$ cat src/rtl/game_flow_ctrl.sv
// Rhythm-game sequencer: IDLE -> COUNTDOWN -> PLAY -> RESULT.
// Also arbitrates the shared piezo between the sequencer tones and the judgement hit sound.
module game_flow_ctrl #(
   parameter int unsigned COUNT_STEPS = 3,
   parameter int unsigned COUNT_MS    = 1000,
   parameter int unsigned BEEP_MS     = 100,
   parameter int unsigned GO_MS       = 500,
   parameter int unsigned BEEP_LIMIT  = 47801,
   parameter int unsigned GO_LIMIT    = 23900
) (
   input  logic        clk,
   input  logic        rst,
   input  logic        i_tick,
   input  logic        i_start,
   input  logic        i_restart,
   input  logic        i_game_end,
   input  logic        i_play_en,
   input  logic [31:0] i_cnt_limit,
   output logic [1:0]  o_state,
   output logic        o_run,
   output logic        o_clear,
   output logic [3:0]  o_digit,
   output logic        o_piezo_en,
   output logic [31:0] o_piezo_limit
);

   typedef enum logic [1:0] {
      StIdle      = 2'd0,
      StCountdown = 2'd1,
      StPlay      = 2'd2,
      StResult    = 2'd3
   } state_e;

   state_e      state_q, state_d;
   logic [31:0] ms_q, ms_d;
   logic [31:0] go_q, go_d;
   logic [3:0]  digit_q, digit_d;
   logic        run_q, run_d;
   logic        clear_q, clear_d;
   logic        piezo_en_q, piezo_en_d;
   logic [31:0] piezo_limit_q, piezo_limit_d;
   logic        enter_cd;

   // start only launches a game from IDLE/RESULT; restart works from anywhere
   always_comb begin
      enter_cd = 1'b0;
      case (state_q)
         StIdle, StResult: enter_cd = i_start | i_restart;
         default:          enter_cd = i_restart;
      endcase
   end

   always_comb begin
      state_d = state_q;
      ms_d    = ms_q;
      go_d    = go_q;
      digit_d = digit_q;
      run_d   = run_q;
      clear_d = 1'b0;
      if (enter_cd) begin
         state_d = StCountdown;
         clear_d = 1'b1;
         digit_d = 4'(COUNT_STEPS);
         ms_d    = '0;
         run_d   = 1'b0;
      end else begin
         case (state_q)
            StCountdown: begin
               if (i_tick) begin
                  if (ms_q == COUNT_MS - 1) begin
                     ms_d = '0;
                     if (digit_q > 4'd1) begin
                        digit_d = digit_q - 4'd1;
                     end else begin
                        state_d = StPlay;
                        digit_d = '0;
                        run_d   = 1'b1;
                     end
                  end else begin
                     ms_d = ms_q + 32'd1;
                  end
               end
            end
            StPlay: begin
               if (i_game_end) begin
                  state_d = StResult;
                  run_d   = 1'b0;
                  go_d    = GO_MS;
               end
            end
            StResult: begin
               if (i_tick && go_q != '0) go_d = go_q - 32'd1;
            end
            default: ;
         endcase
      end
   end

   always_comb begin
      piezo_en_d    = 1'b0;
      piezo_limit_d = '0;
      case (state_q)
         StCountdown: begin
            piezo_en_d    = (ms_q < BEEP_MS);
            piezo_limit_d = BEEP_LIMIT;
         end
         StPlay: begin
            piezo_en_d    = i_play_en;
            piezo_limit_d = i_cnt_limit;
         end
         StResult: begin
            piezo_en_d    = (go_q != '0);
            piezo_limit_d = GO_LIMIT;
         end
         default: ;
      endcase
      if (!piezo_en_d) piezo_limit_d = '0;
   end

   always_ff @(posedge clk) begin
      if (rst) begin
         state_q       <= StIdle;
         ms_q          <= '0;
         go_q          <= '0;
         digit_q       <= '0;
         run_q         <= 1'b0;
         clear_q       <= 1'b0;
         piezo_en_q    <= 1'b0;
         piezo_limit_q <= '0;
      end else begin
         state_q       <= state_d;
         ms_q          <= ms_d;
         go_q          <= go_d;
         digit_q       <= digit_d;
         run_q         <= run_d;
         clear_q       <= clear_d;
         piezo_en_q    <= piezo_en_d;
         piezo_limit_q <= piezo_limit_d;
      end
   end

   assign o_state       = state_q;
   assign o_run         = run_q;
   assign o_clear       = clear_q;
   assign o_digit       = digit_q;
   assign o_piezo_en    = piezo_en_q;
   assign o_piezo_limit = piezo_limit_q;

endmodule

$ cat config.mk
export PLATFORM = sky130hd
export DESIGN_NAME = game_flow_ctrl
export DESIGN_NICKNAME = d
export VERILOG_FILES = /design/src/rtl/game_flow_ctrl.sv
export SDC_FILE = /design/constraint.sdc
export NUM_CORES = 1
export LEC_CHECK = 0
export CORE_MARGIN = 1
export CORE_UTILIZATION = 41
export CTS_BUF_LIST = sky130_fd_sc_hd__clkbuf_8
export CTS_CLUSTER_DIAMETER = 40
export CTS_CLUSTER_SIZE = 20
export DETAILED_ROUTE_END_ITERATION = 10
export GPL_TIMING_DRIVEN = 0
export PLACE_DENSITY = 0.66
export SLEW_MARGIN = 40
export SYNTH_ARGS = -nofsm -noshare
export SYNTH_HDL_FRONTEND = slang
export SYNTH_SLANG_ARGS = --single-unit
$ cat constraint.sdc
create_clock -name clk -period 3 [get_ports clk]
set_clock_uncertainty 0.1 [all_clocks]
set_input_delay 0.6 -clock clk [delete_from_list [all_inputs] [get_ports clk]]
set_output_delay 0.6 -clock clk [all_outputs]
set_load 0.03 [all_outputs]
# Word-level counts from Yosys, hierarchy flattened
# Index checks and enable logic that the tools add are counted.
[word_totals] register_bits=105 out_inout_bits=41 wordCells=73 in_bits=39
[op_classes] add_sub_neg=3 bitwise=3 eq_ne=13 order_cmp=2 n_mux=24 n_reduce_logical=18
[op_table] operator="$mux 32" n=3
[op_table] operator="$pmux 32 s3" n=1
[op_table] operator="$pmux 32 s2" n=1
[op_table] operator="$add 32x1->32 const B" n=1
[op_table] operator="$eq 32x10->1 const B" n=1
[op_table] operator="$lt 32x7->1 const B" n=1
[op_table] operator="$reduce_bool 32->1" n=1
[op_table] operator="$sub 32x1->32 const B" n=1
[op_table] operator="$mux 2" n=8
[op_table] operator="$ne 3x3->1 const B" n=4
[op_table] operator="$ne 2x2->1 const B" n=5
[op_table] operator="$reduce_and 5->1" n=2
[op_table] operator="$reduce_bool 2->1" n=5
[op_table] operator="$mux 1" n=7
[op_table] operator="$reduce_and 3->1" n=2
[op_table] operator="$reduce_or 2->1" n=3
[op_table] operator="$eq 2x2->1 const B" n=2
[op_table] operator="$gt 4x1->1 const B" n=1
[op_table] operator="$mux 4" n=1
[op_table] operator="$pmux 2 s2" n=1
[op_table] operator="$reduce_and 4->1" n=1
[op_table] operator="$sub 4x1->4 const B" n=1
[op_table] operator="$pmux 1 s3" n=1
[op_table] operator="$reduce_bool 3->1" n=1
[op_table] operator="7 further kinds" n=8

# Longest topological paths before layout
# Gate-level depths: netlist of run 1.
[logic_depth] depth_word=6 ltp_mapped=11 mapped_depth_nobuf=9

# Least setup slack after synthesis of run 1
# No wires, ideal clock.
[synth_path] kind="reg2reg" start="register state_q[1] (netlist: o_state[1])" end="register go_q[11]" setup_time_ns=0.070 arrival_ns=2.647 n_path_buf=2 path_slack_ns=0.183 stages_incl_launch_ff=11 synth_period_minus_slack_ns=2.817 required_ns=2.830 cell_sequence="dfxtp_1 > inv_1 > ha_1 > nor2b_1 > or4_1 > clkbuf_1 > a21boi_1 > o31ai_2 > buf_6 > or3_1 > a21oi_1"
[synth_between] elab_chain_len=5 word_cells_on_any_way=11 classes_between="4 x eq/ne; 2 x mux; 1 x bitwise; 4 x reduce/logical"
[synth_rtl] element="from (decl)" line_no="34" text="state_e state_q, state_d;"
[synth_rtl] element="from (signal assigned)" line_no="122" text="state_q <= StIdle;"
[synth_rtl] element="from (signal assigned)" line_no="131" text="state_q <= state_d;"
[synth_rtl] element="$eq 2x2->1 / $logic_not 2->1 (equally long branches)" line_no="47, 67"
[synth_rtl] element="$reduce_or 2->1" line_no="47" text="case (state_q)"
[synth_rtl] element="$mux 1" line_no="47"
[synth_rtl] element="$not 1->1 (no source line)"
[synth_rtl] element="$reduce_and 4->1 (no source line)"
[synth_rtl] element="to (signal assigned)" line_no="133" text="go_q <= go_d;"
[synth_rtl] element="to (decl)" line_no="36" text="logic [31:0] go_q, go_d;"
# Parallel ways exist; a longest one is shown, timed or not.
# A chain may end at the register's enable or synchronous reset.

# Worst setup path after layout of run 1
[layout_path] start="register go_q[0]" end="register go_q[11]"
[layout_between] elab_chain_len=4 word_cells_on_any_way=7 classes_between="1 x add/sub; 1 x eq/ne; 2 x mux; 3 x reduce/logical"
[layout_rtl] element="branches (longest 4 deep; another with $sub 32x1->32)"
# Several ways; the timed one is not identified. The select of a mux whose other input is x is not followed.

==> run_results.csv, run 1 <==
group,metric,value,unit
place,place.port_buffers,79,
yosys,yosys.cell_count.top_type,"sky130_fd_sc_hd__dfxtp_1",
place,place_inst,741,
worst_setup_path,r2r_cells,9,
yosys,netlist_area,0.004648,mm²
global_routing,number_of_antenna_violations_at_the_first_check_in_global_routing,0,
power,power.leakage,0.002192,µW
worst_setup_path,timing.rr.start,"go_q[0]$_SDFFE_PP0P_",
sta,fin_ws,0.1308,ns
route,detail_route.iter0.violations,160,
worst_setup_path,reg2reg_setup_slack,0.13,ns
sta,setup_viol_count_final,0,
worst_setup_path,worst_ep_required_time,3.16,ns
floorplan,boundary_pins,80,
place,placed_area,0.005614,mm²
finish,final_net_count,659,
yosys,yosys-top-cells-count,"sky130_fd_sc_hd__dfxtp_1, sky130_fd_sc_hd__nor2_1, sky130_fd_sc_hd__nand2_1",
worst_setup_path,path_max_fanout,10,
clocking,cts_max_level,3,
floorplan,core_area,0.01094,mm²
sta,slew-limit-headroom,57.96,%
route,detailroute.via_count,4046,
sta,post-route-period-util,95.64,%
route,detail_route.wirelength,10690,µm
worst_setup_path,setup.worst_path.end_class,"flop",
yosys,synth_sequential_area_ratio,45.22,%
global_routing,grt_pass1_vias,3774,
global_routing,largest_net_degree_at_the_start_of_global_routing,19,
floorplan,rows,38,
worst_setup_path,worst_ep_arrival_time,3.03,ns
floorplan,width_of_the_chip,108.5,µm
clocking,cts_hold_repair.buffers,0,
place,place_worst_setup_slack,-0.2353,ns
finish,syn2layout_area_growth,25.52,%
min_path,hold_path_depth,2,
yosys,synth_cell_type_count,56,
worst_setup_path,cp_slowest_stage_delay,0.61,ns
min_path,hold_class,"flop to flop",
yosys,synthArstFlopShare,0,%
sta,tightestPinTransition,0.6269,ns
outcome,status,"finished, final reports clean",
clocking,cts.reportedPaths.clkPinSlew,0.11,ns
yosys,syn-instance-count,522,
sta,final-max-slew-violation-count,0,
finish,final-instance-count-excl-fill,756,
yosys,ys_seq_elements,105,
floorplan,die_footprint,0.01177,mm²
sta,rsz0062_at_grt,"no",
global_routing,grt-ovfl-total,0,
clocking,clock_insertion_delay_worst_skew,0.39,ns
sta,achievable-frequency,0.3485,GHz
route,via_per_inst,5.352,
worst_setup_path,critical_path.slowest_cell,"sky130_fd_sc_hd__o31ai_2",
min_path,worstHoldStart,"go_q[30]$_SDFFE_PP0P_",
yosys,share_of_yosys_cell_area_claimed_by_the_top_area_cell_type,45.22,%
sta,timing.setup.tns,0,ns
job,drv_cap,0,
power,powerDensity,433.4,mW/mm²
yosys,synth.net_count,570,
worst_setup_path,crit_chain,"inv_1 > ha_1 > or4b_1 > nor4_4 > nand4_4 > o31ai_2 > buf_6 > or3_1 > a21oi_1",
yosys,synth_area_leaders,"sky130_fd_sc_hd__dfxtp_1, sky130_fd_sc_hd__xor2_1, sky130_fd_sc_hd__a21oi_1, sky130_fd_sc_hd__nor2_1, sky130_fd_sc_hd__nand2_1",
finish,final_layout_size_suffix_gt1_share,7.305,%
floorplan,die_y,108.5,µm
finish,finalInstanceArea,0.005834,mm²
sta,finalCriticalPeriod,2.869,ns
route,final_antenna_net_count,0,
route,post_drt_wl_per_cell,14.14,µm
global_routing,grt_pass1_wl,17350,µm
global_routing,grt_util_all_layers,18.75,%
clocking,clockBufferDepth,2,
clocking,tritoncts_clock_tree,"done",
place,place.detailed.hpwl,7893,µm
worst_setup_path,crit_path_start_kind,"flop",
place,globalplace.congestion,0.8103,
yosys,synth-edff-count,0,
power,max-vdd-ir-drop,316.0,µV
clocking,clock_sink_count,105,
finish,antennaDiodeCount,0,
worst_setup_path,reg2reg_to,"go_q[11]$_SDFFE_PP0P_",
yosys,yosysWarnings,0,
floorplan,floorplan.initialDensity,42.51,%
yosys,ys.flop_type,"sky130_fd_sc_hd__dfxtp_1",
min_path,whs_endpoint,"go_q[30]$_SDFFE_PP0P_",
sta,fin_hold_ws,0.3793,ns
worst_setup_path,setup.worst_path.class,"flop to flop",
route,drc,0,
clocking,cts.root.buffer_cell,"sky130_fd_sc_hd__clkbuf_8",
route,drt_pre_antenna_iters,5,
yosys,synth_top_cell_by_area,"sky130_fd_sc_hd__dfxtp_1",
sta,finalHoldViolations,0,
yosys,post_synthesis_mean_instance_area,8.905,µm²
clocking,cts_made_buffers,9,
[registers in the layout (all words and copies together) (netlist names)]
| register | cells |
|---|---|
| go_q | 32 |
| ms_q | 32 |
| o_clear | 1 |
| o_digit | 4 |
| o_piezo_en | 1 |
| o_piezo_limit | 32 |
| o_run | 1 |
| o_state | 2 |
[per-stage QoR]
| step | power, µW | utilization [%] |
|---|---|---|
| 2_1_floorplan | 1525 | - |
| 5_1_grt | 2622 | 53.35 |
| 3_5_place_dp | 1621 | 51.34 |
| 4_1_cts | 2555 | 53.27 |
| 3_3_place_gp | 1619 | 51.34 |
| 6_report | 2529 | 53.35 |
[metal layers]
metal	up-vias	wire [µm]	track usage, %
li1	2054	-	-
met1	1901	4748	22.52
met2	76	5241	32.46
met3	15	534	4.280
met4	0	168	6.950
met5	-	0	0
[cells in the final DEF, fill, tap and decap left out, types with 4 or more instances in the layout]
cell	synthesis	final
sky130_fd_sc_hd__clkbuf_8	0	10
sky130_fd_sc_hd__nor4_1	13	13
sky130_fd_sc_hd__a21oi_1	43	43
sky130_fd_sc_hd__and4_1	4	4
sky130_fd_sc_hd__nand2_1	45	45
sky130_fd_sc_hd__clkbuf_1	17	14
sky130_fd_sc_hd__o31ai_1	8	8
sky130_fd_sc_hd__o211ai_1	4	4
sky130_fd_sc_hd__nor2_1	56	56
sky130_fd_sc_hd__and3_1	25	25
sky130_fd_sc_hd__nand4_1	10	10
sky130_fd_sc_hd__xor2_1	32	32
sky130_fd_sc_hd__ha_1	9	9
sky130_fd_sc_hd__dfxtp_1	105	103
sky130_fd_sc_hd__clkdlybuf4s50_1	0	79
sky130_fd_sc_hd__nand3_1	24	24
sky130_fd_sc_hd__or4_1	16	16
sky130_fd_sc_hd__nand2b_1	4	4
sky130_fd_sc_hd__o21ai_0	8	8
sky130_fd_sc_hd__and2_1	5	5
sky130_fd_sc_hd__xnor2_1	4	4
sky130_fd_sc_hd__inv_1	7	7
sky130_fd_sc_hd__nor3_1	11	11
sky130_fd_sc_hd__or3_1	19	19
[power by group]
| part | switching [µW] | leakage [µW] | internal [µW] |
|---|---|---|---|
| clock network | 518 | 0.000109 | 421 |
| registers | 7.65 | 0.000848 | 1410 |
| logic | 92.2 | 0.00123 | 84.6 |
| total | 618 | 0.00219 | 1910 |
[cell type report]
type,count,area (µm²)
timing repair buffer,79,790.8
tap,140,175.2
clock buffer,10,137.6
clock inverter,6,72.57
buffer,22,110.1
multi-input combinational,386,2414
sequential,105,2105
inverter,8,30.03
fill,1026,5101
[cells by family (layout without fill, tap and decap cells)]
| logic type | Yosys count | count (layout) | synth area share (%) |
|---|---|---|---|
| mux | 4 | 4 | 0.8883 |
| flops | 105 | 105 | 45.22 |
| fa+ha+maj | 9 | 9 | 2.423 |
| xor+xnor | 36 | 36 | 6.783 |
| simple gates | 253 | 253 | 30.07 |
| compound gates | 84 | 84 | 11.57 |
| buf+inv | 31 | 125 | 3.042 |
[worst max-delay path by stage]
stage | slack, ns | startpoint | depth (start not counted) | end
after global routing | 0.002 | o_state[1]$_SDFFE_PP0P_ | 10 | o_piezo_limit[29]$_SDFF_PP0_
after detailed placement | -0.24 | i_game_end | 9 | go_q[11]$_SDFFE_PP0P_
final | 0.13 | go_q[0]$_SDFFE_PP0P_ | 9 | go_q[11]$_SDFFE_PP0P_
after global placement | -0.21 | i_game_end | 9 | go_q[11]$_SDFFE_PP0P_
after floorplan | 0.18 | o_state[1]$_SDFFE_PP0P_ | 10 | go_q[11]$_SDFFE_PP0P_
after CTS | 0.04 | o_state[1]$_SDFFE_PP0P_ | 10 | go_q[11]$_SDFFE_PP0P_
[repair_timing]
item                                    4_1_cts  5_1_grt
gates resized for setup                       1        4
endpoints found under the setup margin        2       74
setup buffers                                 0        0
[worst max-delay path: cells and delay by family (launching register included)]
family                   cells  cell delay (ns)
AND/OR/NAND/NOR              4             1.13
adder cells (fa/ha/maj)      1             0.17
buffers and inverters        2             0.33
AO/OA/AOI/OAI                2             0.67
flip-flops                   1             0.34
Power figures use the tool's default switching activity.
==> inputs of run 2 (changes only) <==
--- a/config.mk
+++ b/config.mk
@@ -5,6 +5,7 @@
 export SDC_FILE = /design/constraint.sdc
 export NUM_CORES = 1
 export LEC_CHECK = 0
+export CAP_MARGIN = 20
 export CORE_MARGIN = 1
 export CORE_UTILIZATION = 41
 export CTS_BUF_LIST = sky130_fd_sc_hd__clkbuf_8
==> results of run 2 <==
Same layout as run 1: the final DEF is identical, and so are final timing and power.
